`src/rtl/dot_update_writer.sv`:
```
// dot_update_writer
//   Processor-side writer for the VGA dot-position update interface.
//   The CPU pushes {id, x, y} entries into a FIFO. Each entry is replayed
//   as an X beat followed by a Y beat, and only while an update window
//   is open. The window is opened by the display's screenEnd level and
//   lasts WINDOW_CYCLES clocks, so dots never move mid-frame. Each beat is
//   held HOLD_CYCLES clocks so the slower pixel-clock domain can sample it.
//
//   Optional build macro: DOT_BOUNDS_CLAMP_EN
//     defined   : x > 639 is stored as 639 and y > 479 is stored as 479
//                 (the compare uses the full 32-bit unsigned input)
//     undefined : x and y are truncated to [9:0] and [8:0]
//
// Ports
//   clk        in   100 MHz system clock
//   reset      in   asynchronous, active-low reset
//   screenEnd  in   frame-boundary level (clk25 domain), synchronised here
//   cpu_wren   in   push request, one entry per cycle
//   cpu_dot_id in   dot index; ids >= NUM_DOTS are rejected
//   cpu_x      in   x location, bits [9:0] used
//   cpu_y      in   y location, bits [8:0] used
//   cpu_full   out  FIFO full (registered)
//   overflow   out  sticky: a push was dropped; cleared only by reset
//   busy       out  FIFO non-empty or a beat is in flight
//   frame_done out  one-cycle pulse when the update window closes
//   dotWren    out  beat valid
//   is_Yloc    out  0 = X beat, 1 = Y beat
//   dotID      out  dot index of the current beat
//   dotLoc     out  zero-extended location of the current beat

module dot_update_writer #(
    parameter int NUM_DOTS      = 38,
    parameter int FIFO_DEPTH    = 64,
    parameter int HOLD_CYCLES   = 4,
    parameter int WINDOW_CYCLES = 144000
) (
    input  logic        clk,
    input  logic        reset,
    input  logic        screenEnd,
    input  logic        cpu_wren,
    input  logic [31:0] cpu_dot_id,
    input  logic [31:0] cpu_x,
    input  logic [31:0] cpu_y,
    output logic        cpu_full,
    output logic        overflow,
    output logic        busy,
    output logic        frame_done,
    output logic        dotWren,
    output logic        is_Yloc,
    output logic [31:0] dotID,
    output logic [31:0] dotLoc
);

    localparam int ID_W   = (NUM_DOTS > 1) ? $clog2(NUM_DOTS) : 1;
    localparam int AW     = $clog2(FIFO_DEPTH);
    localparam int ENT_W  = ID_W + 19;
    localparam int WIN_W  = $clog2(WINDOW_CYCLES + 1);
    localparam int HOLD_W = $clog2(HOLD_CYCLES + 1);

    localparam logic [WIN_W-1:0]  WIN_LOAD  = WIN_W'(WINDOW_CYCLES);
    localparam logic [WIN_W:0]    MIN_LEFT  = (WIN_W + 1)'(2 * HOLD_CYCLES);
    localparam logic [HOLD_W-1:0] HOLD_LAST = HOLD_W'(HOLD_CYCLES - 1);
    localparam logic [AW:0]       DEPTH_CNT = (AW + 1)'(FIFO_DEPTH);

`ifdef DOT_BOUNDS_CLAMP_EN
    localparam bit CLAMP_EN = 1'b1;
`else
    localparam bit CLAMP_EN = 1'b0;
`endif

    localparam logic [1:0] IDLE   = 2'd0;
    localparam logic [1:0] SEND_X = 2'd1;
    localparam logic [1:0] SEND_Y = 2'd2;

    // Location formatting applied once, at push time.
    function automatic logic [9:0] fmt_x(input logic [31:0] v);
        if (CLAMP_EN && (v > 32'd639)) return 10'd639;
        return v[9:0];
    endfunction

    function automatic logic [8:0] fmt_y(input logic [31:0] v);
        if (CLAMP_EN && (v > 32'd479)) return 9'd479;
        return v[8:0];
    endfunction

    logic [ENT_W-1:0]  mem [FIFO_DEPTH];
    logic [AW:0]       wr_ptr, rd_ptr, wr_ptr_nxt, rd_ptr_nxt;
    logic              empty, push_ok, pop;
    logic [ENT_W-1:0]  head;
    logic [ID_W-1:0]   head_id;
    logic [9:0]        head_x;
    logic [8:0]        head_y;

    logic              se_p0, se_p1, se_p2;
    logic              rise;
    logic [WIN_W-1:0]  win_cnt;
    logic              win_ok;

    logic [1:0]        state;
    logic [HOLD_W-1:0] hold_cnt;
    logic [8:0]        stage_y;

    // Full is a registered flag, so a push in the same cycle as a pop is
    // still refused when the FIFO was full before the edge.
    assign push_ok    = cpu_wren && !cpu_full && (cpu_dot_id < 32'(NUM_DOTS));
    assign empty      = (wr_ptr == rd_ptr);
    assign win_ok     = (win_cnt != '0) && ({1'b0, win_cnt} >= MIN_LEFT);
    assign pop        = (state == IDLE) && !empty && win_ok;
    assign wr_ptr_nxt = wr_ptr + {{AW{1'b0}}, push_ok};
    assign rd_ptr_nxt = rd_ptr + {{AW{1'b0}}, pop};

    assign head    = mem[rd_ptr[AW-1:0]];
    assign head_id = head[ENT_W-1 -: ID_W];
    assign head_x  = head[18:9];
    assign head_y  = head[8:0];

    assign busy = !empty || (state != IDLE);

    // ---- push stage: FIFO storage (data only, not reset) ----
    always_ff @(posedge clk) begin
        if (push_ok)
            mem[wr_ptr[AW-1:0]] <= {cpu_dot_id[ID_W-1:0], fmt_x(cpu_x), fmt_y(cpu_y)};
    end

    always_ff @(posedge clk or negedge reset) begin
        if (!reset) begin
            wr_ptr   <= '0;
            rd_ptr   <= '0;
            cpu_full <= 1'b0;
            overflow <= 1'b0;
        end else begin
            wr_ptr   <= wr_ptr_nxt;
            rd_ptr   <= rd_ptr_nxt;
            cpu_full <= ((wr_ptr_nxt - rd_ptr_nxt) == DEPTH_CNT);
            if (cpu_wren && !push_ok)
                overflow <= 1'b1;
        end
    end

    // ---- window stage: screenEnd synchroniser, edge detect, countdown ----
    assign rise = se_p1 && !se_p2;

    always_ff @(posedge clk or negedge reset) begin
        if (!reset) begin
            se_p0      <= 1'b0;
            se_p1      <= 1'b0;
            se_p2      <= 1'b0;
            win_cnt    <= '0;
            frame_done <= 1'b0;
        end else begin
            se_p0      <= screenEnd;
            se_p1      <= se_p0;
            se_p2      <= se_p1;
            frame_done <= !rise && (win_cnt == WIN_W'(1));
            if (rise)
                win_cnt <= WIN_LOAD;
            else if (win_cnt != '0)
                win_cnt <= win_cnt - WIN_W'(1);
        end
    end

    // ---- beat stage: X/Y replay with registered outputs ----
    always_ff @(posedge clk) begin
        if (pop)
            stage_y <= head_y;
    end

    always_ff @(posedge clk or negedge reset) begin
        if (!reset) begin
            state    <= IDLE;
            hold_cnt <= '0;
            dotWren  <= 1'b0;
            is_Yloc  <= 1'b0;
            dotID    <= '0;
            dotLoc   <= '0;
        end else begin
            case (state)
                IDLE: begin
                    if (pop) begin
                        state    <= SEND_X;
                        hold_cnt <= HOLD_LAST;
                        dotWren  <= 1'b1;
                        is_Yloc  <= 1'b0;
                        dotID    <= 32'(head_id);
                        dotLoc   <= 32'(head_x);
                    end
                end
                SEND_X: begin
                    if (hold_cnt == '0) begin
                        state    <= SEND_Y;
                        hold_cnt <= HOLD_LAST;
                        is_Yloc  <= 1'b1;
                        dotLoc   <= 32'(stage_y);
                    end else begin
                        hold_cnt <= hold_cnt - HOLD_W'(1);
                    end
                end
                SEND_Y: begin
                    // The window may already be closed here; a started
                    // entry always finishes its Y beat.
                    if (hold_cnt == '0) begin
                        state   <= IDLE;
                        dotWren <= 1'b0;
                        is_Yloc <= 1'b0;
                        dotID   <= '0;
                        dotLoc  <= '0;
                    end else begin
                        hold_cnt <= hold_cnt - HOLD_W'(1);
                    end
                end
                default: state <= IDLE;
            endcase
        end
    end

endmodule

```
`config.mk`:
```
export PLATFORM = sky130hd
export DESIGN_NAME = dot_update_writer
export DESIGN_NICKNAME = d
export VERILOG_FILES = /design/src/rtl/dot_update_writer.sv
export SDC_FILE = /design/constraint.sdc
export NUM_CORES = 1
export LEC_CHECK = 0
export CAP_MARGIN = 10
export CORE_AREA = 2 2 329 364
export CTS_BUF_LIST = sky130_fd_sc_hd__clkbuf_4 sky130_fd_sc_hd__clkbuf_8
export CTS_CLUSTER_SIZE = 16
export DETAILED_ROUTE_END_ITERATION = 8
export DIE_AREA = 0 0 331 366
export GPL_TIMING_DRIVEN = 0
export PLACE_DENSITY = 0.79
export SLEW_MARGIN = 10
export SYNTH_ARGS = -nofsm -noshare
export SYNTH_HDL_FRONTEND = slang
export SYNTH_SLANG_ARGS = --single-unit
export TNS_END_PERCENT = 10
```
`constraint.sdc`:
```
create_clock -name clk -period 5.3 [get_ports clk]
set_input_delay 1.06 -clock clk [delete_from_list [all_inputs] [get_ports clk]]
set_output_delay 1.06 -clock clk [all_outputs]
set_load 0.05 [all_outputs]
```
# After elaboration in Yosys (flattened, before gate mapping)
# Memories as Yosys holds them, arrays and structs flattened.
# Index checks and enable logic that the tools add are counted.
[word_totals]
reg_bits = 118
latch_bits = 0
ramBits = 1600
romBits = 0
input_bits = 100
out_inout_bits = 70
elab_cells = 82
mem_count = 1
[classes]
add_sub_neg = 5
multipliers = 0
div = 0
magnitude_cmp = 2
eq_ne = 9
shift = 0
mux = 24
bitwise = 0
n_reduce_logical = 25
[memory_table]
columns = ["name", "words", "width", "rd", "rd_clocked_by_memory_dff", "write_ports", "line", "source"]
rows = [
  ["mem", 64, 25, 1, 0, 1, "86", "logic [ENT_W-1:0] mem [FIFO_DEPTH];"],
]
[ops]
columns = ["operator", "n"]
rows = [
  ["two-way mux 32 bit", 4],
  ["one-hot mux 32 bit (3 select lines)", 1],
  ["one-hot mux 32 bit (2 select lines)", 1],
  ["two-way mux 18 bit", 2],
  ["< comparator 32 x 6 -> 1 bit (second input constant)", 1],
  ["== test 18 x 1 -> 1 bit (second input constant)", 1],
  [">= comparator 18 x 4 -> 1 bit (second input constant)", 1],
  ["nonzero test 18 bit", 1],
  ["subtractor 18 x 1 -> 18 bit (second input constant)", 1],
  ["adder 7 x 1 -> 7 bit", 2],
  ["two-way mux 3 bit", 3],
  ["one-hot mux 3 bit (3 select lines)", 1],
  ["AND reduction 3 bit", 3],
  ["logical AND 1 bit", 8],
  ["inequality test 2 bit (second input constant)", 4],
  ["== test 7 bit", 1],
  ["== test 7 bit (second input constant)", 1],
  ["subtractor 7 bit", 1],
  ["two-way mux 1 bit", 6],
  ["two-way mux 2 bit", 3],
  ["one-hot mux 2 bit (3 select lines)", 1],
  ["nonzero test 2 bit", 3],
  ["logical NOT 1 bit", 5],
  ["AND reduction 4 bit", 1],
  ["other kinds (9)", 9],
]

# Logic depth before layout (Yosys ltp)
# Gate-level depths: netlist of the first run.
[logic_depth]
ltp_word = 7
mapped_depth = 16
depth_no_buf = 14

# Worst setup path after synthesis of the first run
# No wires, ideal clock.
[synth_path]
kind = "register to register"
start = "reg win_cnt[8]"
end = "reg cpu_full"
setup_time_ps = 94
arrival_time_ps = 3973
t_required_ps = 5206
slack_ps = 1233
stages_incl_launch_ff = 15
n_path_buf = 0
period_less_slack_ps = 4067
path_cell_list = "dfrtp_1 -> or4_4 -> or4_4 -> nor3_4 -> nor3b_1 -> ha_1 -> ha_1 -> inv_1 -> ha_1 -> nor2b_1 -> o21ai_0 -> a21boi_0 -> o21a_1 -> or4_1 -> a211oi_1"
[synth_between]
elab_chain_len = 6
elab_cells_between_ends = 7
cone_classes = "2 x add/sub; 1 x order compare; 1 x eq/ne; 3 x reduce/logical"
[synth_rtl]
columns = ["element", "line", "source"]
rows = [
  ["start, declared", "96", "logic [WIN_W-1:0] win_cnt;"],
  ["start signal, assigned", "158", "win_cnt <= win_cnt - WIN_W'(1);"],
  [">= comparator 18 x 4 -> 1 bit / nonzero test 18 bit (equally long branches)", "107", "assign win_ok = (win_cnt != '0) && ({1'b0, win_cnt} >= MIN_LEFT);"],
  ["logical AND 1 bit (*)", "107", ""],
  ["logical AND 1 bit (*)", "108", "assign pop = (state == IDLE) && !empty && win_ok;"],
  ["named net pop", "88", "logic empty, push_ok, pop;"],
  ["adder 7 x 1 -> 7 bit (*)", "110", "assign rd_ptr_nxt = rd_ptr + {{AW{1'b0}}, pop};"],
  ["named net rd_ptr_nxt[1]", "87", "logic [AW:0] wr_ptr, rd_ptr, wr_ptr_nxt, rd_ptr_nxt;"],
  ["subtractor 7 bit (*)", "134", "cpu_full <= ((wr_ptr_nxt - rd_ptr_nxt) == DEPTH_CNT);"],
  ["== test 7 bit (*)", "134", ""],
  ["end signal, assigned", "134", ""],
  ["end, declared", "44", "output logic cpu_full,"],
]
# Mark *: on every way through the listed nets, which the timed path passes. The rest lies on a longest branch.
# A chain may end at the register's enable or synchronous reset.

# Worst setup path in the final report of the first run
[layout_path]
start = "reg rd_ptr[1]"
end = "reg dotLoc[6]"
[layout_between]
elab_chain_len = 6
elab_cells_between_ends = 9
cone_classes = "2 x eq/ne; 2 x mux; 4 x reduce/logical; 1 x memory"
[layout_rtl]
columns = ["element", "line", "source"]
rows = [
  ["start, declared", "87", ""],
  ["start signal, assigned", "133", "rd_ptr <= rd_ptr_nxt;"],
  ["branches (longest 6 deep; another with memory read (64 x 25 bit))", "n/a", ""],
  ["end signal, assigned", "185", "dotLoc <= 32'(head_x);"],
  ["end signal, assigned", "193", "dotLoc <= 32'(stage_y);"],
  ["end, declared", "51", "output logic [31:0] dotLoc"],
]
# Several ways; the timed one is not identified. The select of a mux whose other input is x is not followed.

==> summary.txt, run 1 <==
Floorplanning
  – # IOs: 170
  – # rows: around 130
  – Area of the die: between 100000 and 150000 µm²
  – Die height: 366 µm
  – Starting Density: between 50% and 60%
  – Die W: ~330 µm
  – Core area: 117000 µm²

Detailed routing
  – DRT iter0 DRCs: 5456
  – TritonRoute pass-1 iters: 6
  – Routed WL per cell: 32.5 µm
  – Vias per cell: 6.56
  – DRC viols: 0
  – Routed wire length: between 150 and 200 mm
  – Via count: roughly 33000
  – Post-route ant nets: 0

Worst setup path
  – Reg2Reg Launch Point: rd_ptr[1]
  – Critical path startpoint: rd_ptr[1]
  – Critical Path End Type: flop
  – Setup CP Type: reg2reg
  – CP required: 6050 ps
  – CP Max Fanout: 10
  – Worst reg2reg setup slack: 4 ps
  – Startpoint types: flop
  – CP Data Arrival Time: 6040 ps

Synth
  – Warnings, synthesis: 0
  – Mapped Avg Cell Area: between 20 and 25 µm²
  – Register bit total from synthesis: between 1500 and 2000
  – Synth Flop Type: edfxtp_1
  – Post-Syn Area: ~64000 µm²
  – Yosys cell types: 57
  – Sequential share of the synthesized area: between 70 and 80%
  – Post-synth EDFFs: ~1600
  – Async S/R FF share, synth: between 3 and 4%
  – Cells after synthesis: 2854

Placed design
  – Routability cong.: 0.934
  – Pre-CTS WS: -424 ps
  – Final HPWL DP: 108 mm
  – # port buffers: 76

Flow run
  – Number of max-cap violations: 0

Run status
  – Outcome: finished, final reports clean

Power
  – P_leak: around 23 nW
  – Maximum vdd drop: roughly 200 µV
  – Total power draw: ~26 mW
  – PD cells: 344 nW/µm²

Clock network
  – Setup Buffers After CTS: 0
  – Num CTS Buffers: approximately 280
  – CTS tree: yes
  – Root buf cell: clkbuf_8
  – CTS clk-pin slew, worst paths: about 60 ps
  – Clock Path Buffers: 4
  – CTS sink count: 1670
  – Clock Latency Late Sink: between 900 and 1000 ps
  – CTS H-Tree Depth: 5

Timing
  – Fin worst setup slack: between 3 and 4 ps
  – Setup Viol. Count Final: 0
  – Fmax achieved: ~0.19 GHz
  – Final Hold Viols: 0
  – Unrepaired setup endpoints after global routing: false
  – Tmin final: about 5300 ps
  – Slew Limit Fails: 0
  – Rel. slew slack: under 10%
  – TNS Setup: 0 ps
  – Pin slew with the least headroom to its limit: 1360 ps
  – Period Utilization, post-route: around 100%
  – Worst Clk Skew: 87.3 ps
  – Fin Hold WS: between 300 and 400 ps

Global routing
  – Grt ovf: 0
  – Antenna violations before repair: 2
  – First-pass GRT wire length: 236 mm
  – Vias in the first global route: between 30000 and 40000
  – Largest net degree at the start of global routing: between 60 and 70
  – GRT Util Overall: approximately 28%

Hold path
  – Hold path start: se_p0
  – Hold/Removal Path Class: reg2reg

Finish
  – Nets: between 3000 and 4000
  – Area grow syn2layout: 16.5%
  – Layout cells sized above 1: around a third
  – Util after Layout: approximately 64%
kinds of logic after synthesis:
| logic type | count (synthesis) | synth area share, % |
|---|---|---|
| flip-flops | 1670 | 77.5 |
| multiplexers | 449 | 15.7 |
| AO/OA/AOI/OAI | 258 | 2.72 |
| buffers and inverters | 218 | 1.66 |
| AND/OR/NAND/NOR | 203 | 1.54 |
| XOR/XNOR | 36 | 0.512 |
| adder cells (fa/ha/maj) | 19 | 0.370 |
| other | 1 | 0.00583 |
layout make-up:
class                      count  area, µm²
multi-input combinational   1013      14000
clock buffer                 373       4610
tap                         1541       1930
inverter                      18       67.6
buffer                       200       1000
clock inverter                93        571
antenna                        3       7.51
sequential                  1670      49800
fill                        7268      42300
timing repair buffer         167       2850
synthesized netlist by cell type, drive strengths merged (2+ instances only):
master      n  area (µm²)
dfrtp      61        1530
o31ai       2        15.0
nor2b       8        50.1
nand4       2        12.5
edfxtp   1609       48300
a21oi      80         400
nor3b       2        15.0
o2bb2ai     6        52.6
buf       122         709
nor4b       2        17.5
mux4      445       10000
inv        17        63.8
o41ai       9        78.8
clkbuf     78         293
and2        3        21.3
ha         19         238
nand2      31         116
nor3        8        51.3
or3         3        18.8
a21boi      2        15.0
or2         4        25.0
a211oi      4        30.0
nor4       19         119
nand3      12        60.1
nor2       88         330
nand2b      7        43.8
nand3b      5        37.5
xnor2      21         184
mux2        4        48.8
o211ai      3        22.5
or4         4        37.5
a22oi     128         961
and3        3        18.8
a31oi      10        62.6
xor2       14         123
o21ai       6        33.8
what timing repair did:
item | 4_1_cts | 5_1_grt
hold endpoints to repair | 18 | 0
resized for setup | 0 | 3
setup endpoints to repair | 0 | 2
hold buffers | 1 | 0
per-layer routing:
layer	vias to the layer above	track usage [%]	routed length (µm)
met4	0	14.2	9560
met1	17000	36.2	55400
met3	513	7.51	21200
met2	2718	42.8	79100
li1	13100	-	-
met5	-	0	0
registers in the layout, summed over array words and instances (netlist names):
signal / count
mem: 1600
win_cnt: 18
dotLoc: 10
stage_y: 9
rd_ptr: 7
wr_ptr: 7
dotID: 6
hold_cnt: 3
state: 2
cpu_full: 1
dotWren: 1
frame_done: 1
is_Yloc: 1
overflow: 1
se_p0: 1
se_p1: 1
se_p2: 1
report_power, final:
part / leakage, nW / internal [mW] / switching (mW)
logic: 5.38 / 0.138 / 0.358
clock network: 2.73 / 5.87 / 4.91
registers: 15.3 / 14.5 / 0.0310
worst max-delay path, stage by stage, from the launching register on:
cell      delay [ps]
dfrtp_1          360
buf_2            180
clkbuf_1         670
buf_1            650
clkbuf_1         940
mux4_2           430
a22oi_1          300
a21oi_1          220
o41ai_1         1160
a31oi_1          200
metrics by stage:
| stage | cell area [µm²] | std cells |
|---|---|---|
| 2_1_floorplan | 64500 | 2901 |
| 3_3_place_gp | 67200 | 4518 |
| 3_5_place_dp | 69700 | 4608 |
| 4_1_cts | 74900 | 5075 |
| 5_1_grt | 74900 | 5076 |
| 6_report | 74900 | 5078 |
worst paths after layout:
kind                              endpoint  cells past startpoint
min in group asynchronous       win_cnt[6]                      2
max in group asynchronous        wr_ptr[1]                      3
worst max-delay path             dotLoc[6]                      9
worst min-delay path                 se_p1                      0
worst min register to register       se_p1                      0
worst max register to register   dotLoc[6]                      9
layout by cell type, fill, tap and decap left out, drive strengths merged, types with 4 or more instances in the layout:
master and count:
a211oi 4, a21oi 80, a22oi 128, a31oi 10
buf 238, bufinv 5, clkbuf 451, clkdlybuf4s50 50
clkinv 77, clkinvlp 9, conb 48, dfrtp 61
edfxtp 1609, ha 19, inv 20, mux2 4
mux4 445, nand2 31, nand2b 7, nand3 12
nand3b 5, nor2 88, nor2b 8, nor3 8
nor4 19, o21ai 6, o2bb2ai 6, o41ai 9
or2 4, or4 4, xnor2 21, xor2 14
Power figures use the tool's default switching activity.
==> inputs of run 2 (changes only) <==
==> constraint.sdc (replaced) <==
create_clock -name clk -period 5.3 [get_ports clk]
set_input_delay 0.53 -clock clk [delete_from_list [all_inputs] [get_ports clk]]
set_output_delay 0.53 -clock clk [all_outputs]
set_load 0.05 [all_outputs]
==> run 2 against run 1 <==
Net effect:
- global-route usage about the same
- utilization up 0.15 points
- final cell count is 0.35% higher
- maximum frequency is 1.8% higher
- sequential share of layout area fell by 0.16 points
- sequential cell count stayed put
- clock-buffer cell count unchanged
- worst setup slack better by 92 ps
- sequential power about the same
- non-clock buffer count up 18
- register-to-register slack better by 90 ps
- final area up 0.24%
- critical endpoint unchanged
==> summary.txt, run 2 (synthesis results as in run 1) <==
Timing
  – Slew Limit Fails: 0 (unchanged)
  – TNS Setup: 0 ps (unchanged)
  – Pin slew with the least headroom to its limit: 1380 ps (was 1360 ps)
  – Rel. slew slack: 7.57% (was 9.08%)
  – Fin worst setup slack: 95.4 ps (was 3.61 ps)
  – Fin Hold WS: 55.9 ps (was 366 ps)
  – Setup Viol. Count Final: 0 (unchanged)
  – Period Utilization, post-route: 98.2% (was 99.9%)
  – Final Hold Viols: 0 (unchanged)
  – Unrepaired setup endpoints after global routing: false (unchanged)
  – Tmin final: 5200 ps (was 5300 ps)
  – Worst Clk Skew: 81.1 ps (was 87.3 ps)
  – Fmax achieved: 0.192 GHz (was 0.189 GHz)

Finish
  – Post-Layout Cell Count: 5096 (was 5078)
  – Layout cells sized above 1: 32.5% (was 32.7%)
  – Most frequent cells in the layout: 1609 x edfxtp_1, 445 x mux4_2, 289 x clkbuf_8 (unchanged)
  – Post-route cell area: 75100 µm² (was 74900 µm²)
  – Commonest non-fill, non-tap cell in the layout: edfxtp_1 (unchanged)
  – Nets: 3483 (was 3465)
  – Area grow syn2layout: 16.8% (was 16.5%)
  – Util after Layout: 64.0% (was 63.9%)
  – Max FFs per register: 1600 (unchanged)

Run status
  – Outcome: finished, final reports clean (unchanged)

Placed design
  – Placed standard-cell area: 69700 µm² (unchanged)
  – Final HPWL DP: 108 mm (unchanged)
  – Pre-CTS WS: 106 ps (was -424 ps)
  – # port buffers: 76 (unchanged)
  – Placed insts: 4608 (unchanged)
  – Routability cong.: 0.934 (unchanged)

Detailed routing
  – DRT iter0 DRCs: 5462 (was 5456)
  – Routed wire length: 166 mm (was 165 mm)
  – Via count: 33300 (about the same)
  – DRC viols: 0 (unchanged)
  – TritonRoute pass-1 iters: 6 (unchanged)
  – Routed WL per cell: 32.5 µm (about the same)
  – Vias per cell: 6.54 (was 6.56)
  – Post-route ant nets: 0 (unchanged)

Global routing
  – Grt ovf: 0 (unchanged)
  – Largest net degree at the start of global routing: 65 (unchanged)
  – Antenna violations before repair: 2 (unchanged)
  – First-pass GRT wire length: 236 mm (about the same)
  – GRT Util Overall: 27.7% (was 27.6%)
  – Vias in the first global route: 34000 (was 33900)

Flow run
  – Number of max-cap violations: 0 (unchanged)

Worst setup path
  – Critical Path End Type: flop (unchanged)
  – CP required: 6050 ps (about the same)
  – CP Max Fanout: 10 (unchanged)
  – Startpoint types: flop (unchanged)
  – CP Data Arrival Time: 5950 ps (was 6040 ps)
  – Setup CP Type: reg2reg (unchanged)

Floorplanning
  – Starting Density: 54.8% (unchanged)
  – # rows: 132 (unchanged)
  – Die height: 366 µm (unchanged)
  – Core area: 117000 µm² (unchanged)
  – Die W: 331 µm (unchanged)
  – Area of the die: 121000 µm² (unchanged)
  – # IOs: 170 (unchanged)

Power
  – PD cells: 344 nW/µm² (about the same)
  – P_leak: 23.4 nW (about the same)
  – Total power draw: 25.8 mW (about the same)
  – Maximum vdd drop: 196 µV (about the same)

Clock network
  – Clock Path Buffers: 4 (unchanged)
  – Clock Latency Late Sink: 990 ps (about the same)
  – CTS clk-pin slew, worst paths: 80 ps (was 60 ps)
  – CTS sink count: 1670 (unchanged)
  – CTS tree: yes (unchanged)
  – CTS H-Tree Depth: 5 (unchanged)
  – Num CTS Buffers: 276 (unchanged)
  – Root buf cell: clkbuf_8 (unchanged)

Hold path
  – Hold/Removal Path Class: in2reg (was reg2reg)
## run 2: worst max-delay path: stages, from the launching register on
cell and delay (ps):
dfrtp_1 350, buf_2 180, clkbuf_1 660, buf_1 650, clkbuf_1 940, mux4_2 430, a22oi_1 300, a21oi_1 220
o41ai_1 1070, a31oi_1 210
## run 2: worst paths after layout
| path | startpoint | end | slack (ps) | cells past startpoint |
|---|---|---|---|---|
| min in group asynchronous | reset | win_cnt[6] | 550 | 3 |
| max in group asynchronous | reset | win_cnt[4] | 3570 | 4 |
| setup reg to reg | rd_ptr[1] | dotLoc[6] | 100 | 9 |
| setup / recovery | rd_ptr[1] | dotLoc[6] | 100 | 9 |
| hold / removal | cpu_y[1] | mem[24][1] | 60 | 1 |
| hold reg to reg | se_p0 | se_p1 | 360 | 0 |
## run 2: routing by layer
metal  wire length, µm  up-vias  share of wire (%)  track usage [%]
li1                  -    13100                  -                -
met1             56000    17100                 34             36.2
met2             79200     2707                 48             42.9
met3             21000      484                 13             7.49
met4              9380        0                5.7             14.2
met5                 0        -                  0                0
## run 2: final cells by class
cell class              count  area (µm²)
repair buffers            185        3030
flip-flops and latches   1670       49800
clock inverters            93         571
diodes                      3        7.51
plain buffers             200        1000
fillers                  7258       42200
clock buffers             373        4610
multi-input cells        1013       14000
inverters                  18        67.6
well taps                1541        1930
## run 2: repair_timing
action                     4_1_cts  5_1_grt
setup endpoints to repair        0        2
hold buffers                    19        0
hold endpoints to repair       242        0
setup buffers                    0        0
gates resized for setup          0        3
## run 2: power breakdown
group / switching, mW / internal (mW)
combinational: 0.363 / 0.146
clock: 4.94 / 5.87
sequential: 0.0311 / 14.5
total: 5.33 / 20.5
